File: config.mk
export PLATFORM = sky130hd
export DESIGN_NAME = fifo_wr_arbiter
export DESIGN_NICKNAME = d
export VERILOG_FILES = /design/src/rtl/fifo_wr_arbiter_pkg.sv /design/src/rtl/rr_priority_sel.sv /design/src/rtl/fifo_wr_arbiter.sv
export SDC_FILE = /design/constraint.sdc
export NUM_CORES = 1
export LEC_CHECK = 0
export CORE_MARGIN = 2
export CORE_UTILIZATION = 28
export CTS_CLUSTER_SIZE = 40
export DETAILED_ROUTE_END_ITERATION = 7
export HOLD_SLACK_MARGIN = 0.06
export PLACE_DENSITY_LB_ADDON = 0.2
export SLEW_MARGIN = 25
export SYNTH_ARGS = -nofsm -noshare
export SYNTH_HDL_FRONTEND = slang
export SYNTH_SLANG_ARGS = --single-unit
File: constraint.sdc
create_clock -name clk -period 2.5 [get_ports clk]
set_clock_uncertainty 0.15 [all_clocks]
set_input_delay 0.5 -clock clk [delete_from_list [all_inputs] [get_ports clk]]
set_output_delay 0.5 -clock clk [all_outputs]
set_load 0.02 [all_outputs]
File: src/rtl/fifo_wr_arbiter_pkg.sv
// Shared definitions for the FIFO write-port arbiter: FSM state encoding and
// the width of the optional grant statistics counters.
package fifo_wr_arbiter_pkg;

  typedef enum logic {
    StIdle   = 1'b0,
    StLocked = 1'b1
  } arb_state_e;

  localparam int unsigned STAT_W = 16;

endpackage

File: src/rtl/rr_priority_sel.sv
// Combinational round-robin select: the first set request found searching
// upward from (i_last_id + 1) mod N_REQ, wrapping around.
module rr_priority_sel #(
  parameter int unsigned N_REQ = 4,
  parameter int unsigned W_ID  = $clog2(N_REQ)
) (
  input  logic [N_REQ-1:0] i_req,
  input  logic [W_ID-1:0]  i_last_id,
  output logic [N_REQ-1:0] o_gnt,
  output logic [W_ID-1:0]  o_win_id,
  output logic             o_valid
);

  logic [W_ID-1:0] w_idx;

  always_comb begin
    o_gnt    = '0;
    o_win_id = '0;
    o_valid  = 1'b0;
    w_idx    = '0;
    for (int unsigned k = 1; k <= N_REQ; k++) begin
      w_idx = W_ID'((32'(i_last_id) + k) % N_REQ);
      if (!o_valid && i_req[w_idx]) begin
        o_valid      = 1'b1;
        o_gnt[w_idx] = 1'b1;
        o_win_id     = w_idx;
      end
    end
  end

endmodule

File: src/rtl/fifo_wr_arbiter.sv
// Round-robin arbiter sharing one FIFO write port among N_REQ producers, with
// burst locking and source tagging. Define FIFO_WR_ARBITER_STATS_EN for grant counters.
module fifo_wr_arbiter
  import fifo_wr_arbiter_pkg::*;
#(
  parameter int unsigned N_REQ     = 4,
  parameter int unsigned WIDTH     = 32,
  parameter int unsigned MAX_BURST = 8,
  parameter int unsigned W_ID      = $clog2(N_REQ),
  parameter int unsigned W_BURST   = $clog2(MAX_BURST + 1)
) (
  input  logic                   clk,
  input  logic                   rst_n,
  input  logic [N_REQ-1:0]       req,
  input  logic [N_REQ*WIDTH-1:0] req_data,
  input  logic [N_REQ-1:0]       req_lock,
  output logic [N_REQ-1:0]       ack,
  output logic [W_ID+WIDTH-1:0]  fifo_w_data,
  output logic                   fifo_w_en,
  input  logic                   fifo_full,
  output logic                   locked,
  output logic [W_ID-1:0]        last_id
`ifdef FIFO_WR_ARBITER_STATS_EN
  ,
  input  logic [W_ID-1:0]        stat_sel,
  input  logic                   stat_clr,
  output logic [STAT_W-1:0]      stat_count
`endif
);

  arb_state_e         r_state;
  logic               r_locked;
  logic [W_ID-1:0]    r_last_id;
  logic [W_BURST-1:0] r_beat;

  logic [N_REQ-1:0]   w_rr_gnt;
  logic [W_ID-1:0]    w_rr_id;
  logic               w_rr_valid;
  logic [W_ID-1:0]    w_win_id;
  logic               w_cand;
  logic               w_accept;
  logic               w_win_lock;
  logic               w_owner_req;
  logic               w_owner_lock;
  logic [W_BURST-1:0] w_beat_nxt;

  rr_priority_sel #(
    .N_REQ (N_REQ),
    .W_ID  (W_ID)
  ) u_rr_sel (
    .i_req     (req),
    .i_last_id (r_last_id),
    .o_gnt     (w_rr_gnt),
    .o_win_id  (w_rr_id),
    .o_valid   (w_rr_valid)
  );

  // While locked only the owner (last winner) may transfer.
  always_comb begin
    w_owner_req  = req[r_last_id];
    w_owner_lock = req_lock[r_last_id];
    w_win_id     = (r_state == StLocked) ? r_last_id : w_rr_id;
    w_cand       = (r_state == StLocked) ? w_owner_req : w_rr_valid;
    w_accept     = rst_n & w_cand & ~fifo_full;
    w_win_lock   = req_lock[w_win_id];
    w_beat_nxt   = r_beat + 1'b1;
    ack          = '0;
    ack[w_win_id] = w_accept;
    fifo_w_en    = w_accept;
    fifo_w_data  = {w_win_id, req_data[int'(w_win_id)*WIDTH +: WIDTH]};
  end

  always_ff @(posedge clk or negedge rst_n) begin
    if (!rst_n) begin
      r_state   <= StIdle;
      r_locked  <= 1'b0;
      r_last_id <= W_ID'(N_REQ - 1);
      r_beat    <= '0;
    end else begin
      case (r_state)
        StIdle: begin
          if (w_accept) begin
            r_last_id <= w_win_id;
            if (w_win_lock && (MAX_BURST > 1)) begin
              r_state  <= StLocked;
              r_locked <= 1'b1;
              r_beat   <= W_BURST'(1);
            end
          end
        end
        StLocked: begin
          if (w_accept) begin
            if (!w_win_lock || (w_beat_nxt == W_BURST'(MAX_BURST))) begin
              r_state  <= StIdle;
              r_locked <= 1'b0;
              r_beat   <= '0;
            end else begin
              r_beat <= w_beat_nxt;
            end
          end else if (!w_owner_req && !w_owner_lock) begin
            r_state  <= StIdle;
            r_locked <= 1'b0;
            r_beat   <= '0;
          end
        end
        default: begin
          r_state  <= StIdle;
          r_locked <= 1'b0;
          r_beat   <= '0;
        end
      endcase
    end
  end

  assign locked  = r_locked;
  assign last_id = r_last_id;

`ifdef FIFO_WR_ARBITER_STATS_EN
  logic [STAT_W-1:0] r_stat [N_REQ];

  // A clear in the same cycle as a grant leaves that counter at 1.
  always_ff @(posedge clk or negedge rst_n) begin
    if (!rst_n) begin
      for (int i = 0; i < N_REQ; i++) r_stat[i] <= '0;
    end else begin
      for (int i = 0; i < N_REQ; i++) begin
        if (stat_clr) begin
          r_stat[i] <= ack[i] ? STAT_W'(1) : '0;
        end else if (ack[i] && (r_stat[i] != '1)) begin
          r_stat[i] <= r_stat[i] + 1'b1;
        end
      end
    end
  end

  always_comb begin
    stat_count = '0;
    if (32'(stat_sel) < N_REQ) stat_count = r_stat[stat_sel];
  end
`endif

endmodule
==> results_dict.tcl <==
set metrics [dict create \
    status "finished, violations left" \
    violations "negative setup slack" \
    h-tree-depth 1 \
    internal-power_uw 5590 \
    min_period_ns 3.29 \
    fin_area_mm2 0.00591 \
    synth_mux_area_share_pct 6.01 \
    fin_cells 628 \
    drt_wl_total_um 13000 \
    grt_usage_pct 29.1 \
    place_ws_ns -1.44 \
    clkSlewWorstSetupHoldPaths_ns 0.04 \
    ir_drop_mv 0.966 \
    rr_worst_depth 11 \
    share_comb_of_total_power_pct 96.0 \
    power.share.clock_pct 1.6 \
    grt_max_degree 17 \
    seqCellArea_um2 203 \
    drc 0 \
    post_synth_xor_area_fraction_pct 1.83 \
    num_vias 3443 \
    cts_tree "done" \
    arrival_ns 2.64 \
    leakage_uw 0.00229 \
    ys_ff_latch 8 \
    synth_top_family_by_area "simple AND/OR/NAND/NOR gates" \
    yosys-top-cells-area "nand2_1 (15%), a211oi_1 (12%), a31oi_1 (11%)" \
    first_iter_violations 131 \
    diodes 0 \
    max_slew_margin_pct 61.0 \
    portBuffers 180 \
    start_util_pct 28.5 \
    dp_cells 580 \
    fp.dieH_um 86.7 \
    avgSynthCellArea_um2 6.68 \
    seq_area_frac_synth_pct 10.6 \
    synth_top_area_share_pct 14.9 \
    firstDrtPassIters 4 \
    finalHoldViolations 0 \
    cts_buffer_depth 2 \
    yosys.area_share.simple_pct 37.5 \
    postSynthCellCount 287 \
    pwr-share-seq_pct 2.5 \
    num_io_pins 181 \
    ys.warnings.count 0 \
    rows 30 \
    layout_setup_ws_ns -0.790 \
    core-area_mm2 0.00672 \
    slew_violations 0 \
    switching_share_pct 47.5 \
    finalCritPeriodShare_pct 132 \
    drive_above_1_share_pct 49.6 \
    place_congestion 0.907 \
    die_x_um 86.7 \
    finalNetCount 690 \
    placed_area_mm2 0.00483 \
    grt_pass1_wl_um 17500 \
    path_max_fanout 7 \
    overflow 0 \
    postRouteAntennaNets 0 \
    final-setup-viol-count 45 \
    worstMarginPinSlew_ns 0.581 \
    power.net_switching_uw 5040 \
    powerDensity_mw_per_mm2 1800 \
    via_per_inst 5.48 \
    end_kind "output port" \
    antenna_found_initial 0 \
    synth_compound_area_share_pct 34.1 \
    clk_latency_ns 0.23 \
    cp.required_ns 1.85 \
    rsz0062_at_grt "true" \
    fmax_mhz 304 \
    hp-class "in2async" \
    worstSetupPathType "reg2out" \
    synthAdderAreaFrac_pct 1.31 \
    cts.sinks 8 \
    startpoint_type "flop" \
    cts_root_buffer "clkbuf_8" \
    max_cap_viol_count 0 \
    wl_per_cell_um 20.7 \
    yosys.area.top_type "nand2_1" \
    area_growth_pct 208 \
    first_global_vias 3453 \
    syn_nets 428 \
    n_fill_cell 320 \
    whs_ns 0.436 \
    multi_input_area_mm2 0.00259 \
    ys_types 47 \
    cts-buffers-inserted 3 \
    syn_area_mm2 0.00192 \
    dieArea_mm2 0.00752 \
    hpwl_um 7780 \
]
registers in the layout (all words and copies together), names as in the netlist:
signal and count:
r_state 1, last_id 2, r_beat 4, locked 1
final timing paths:
kind / from / to / slack [ns]
max reg2reg: last_id[1] / r_beat[1] / -0.25
min: rst_n / locked / 0.44
min reg2reg: locked / locked / 0.45
max: last_id[1] / fifo_w_data[13] / -0.79
min in group clk: locked / locked / 0.45
max in group asynchronous: rst_n / last_id[0] / 1.55
final cells by class:
class | count | share of cell area, %
clock buffer | 4 | 0.762
inverter | 3 | 0.318
multi-input combinational | 251 | 43.8
sequential | 8 | 3.43
tap | 80 | 1.69
timing repair buffer | 282 | 50.0
cells in the mapped netlist, drive strengths merged:
master	count
and2	32
and3	2
mux4	2
xnor2	3
a22o	1
mux2i	7
nor2	12
a21oi	6
nand2	77
a31o	1
dfrtp	6
inv	3
o21ai	4
nor2b	3
buf	15
a32oi	1
o221ai	1
nand3b	2
a22oi	2
and3b	1
o211ai	3
nor3b	5
dfstp	2
nand4b	1
a31oi	34
nand3	7
o211a	2
clkbuf	10
ha	2
nand2b	1
xor2	1
nor3	3
a211oi	34
o311ai	1
cells by family (layout without fill, tap and decap cells):
family / count (synthesis) / count (layout)
xor+xnor: 4 / 4
mux: 9 / 9
compound gates: 90 / 90
simple gates: 146 / 146
flops: 8 / 8
fa+ha+maj: 2 / 2
buf+inv: 28 / 289
metal layers:
layer / vias to the layer above / global-route usage (%) / share of wire (%)
met2: 157 / 55.7 / 54
met4: 0 / 8.38 / 3.6
li1: 1563 / - / -
met3: 35 / 3.90 / 6.3
met1: 1688 / 33.4 / 36
met5: - / 0 / 0
what timing repair did:
action,CTS,global route
gates cloned,4,1
hold buffers,0,0
pin swaps,36,27
endpoints found under the setup margin,45,45
gates resized for setup,341,42
buffers inserted,25,14
endpoints found under the hold margin,0,0
critical path: stages (launching register included):
cell and delay [ns]:
dfstp_2 0.59, nor3_1 0.08, buf_4 0.16, a21oi_4 0.21, nand3b_4 0.10, o211a_4 0.32, buf_12 0.16, buf_8 0.13
and2_4 0.17, a211oi_4 0.28, a31oi_4 0.05, buf_6 0.14
cells in the final DEF (no fill, tap or decap), types with 3 or more instances in the layout:
cell type / instances
o211ai_1: 3
nor2b_1: 3
a211oi_4: 29
nand3_1: 5
a31oi_2: 4
nand2_1: 70
nand2_2: 4
xnor2_1: 3
buf_16: 4
mux2i_1: 6
nor3b_1: 3
a21oi_4: 3
and2_0: 3
buf_4: 68
buf_6: 50
dfrtp_1: 6
and2_4: 28
a31oi_4: 28
clkdlybuf4s50_1: 137
nor2_4: 3
nor2_1: 7
a211oi_2: 4
buf_8: 5
nor3_1: 3
clkbuf_8: 3
buf_12: 13
metrics by stage:
stage | total power [µW] | utilization [%] | setup TNS [ns]
4_1_cts | 9730 | 83.8 | -21.56
6_report | 10600 | 87.9 | -26.33
3_5_place_dp | 7460 | 71.8 | -56.30
3_3_place_gp | 7340 | 71.8 | -53.72
5_1_grt | 11100 | 87.9 | -29.59
2_1_floorplan | 4920 | - | -8.05
power by group through the flow:
stage,combinational [µW],clock [µW],sequential (µW)
3_5_place_dp,7200,0,257
2_1_floorplan,4650,0,269
4_1_cts,9310,168,252
6_report,10200,165,261
5_1_grt,10600,174,265
3_3_place_gp,7090,0,252
Power figures use the tool's default switching activity.
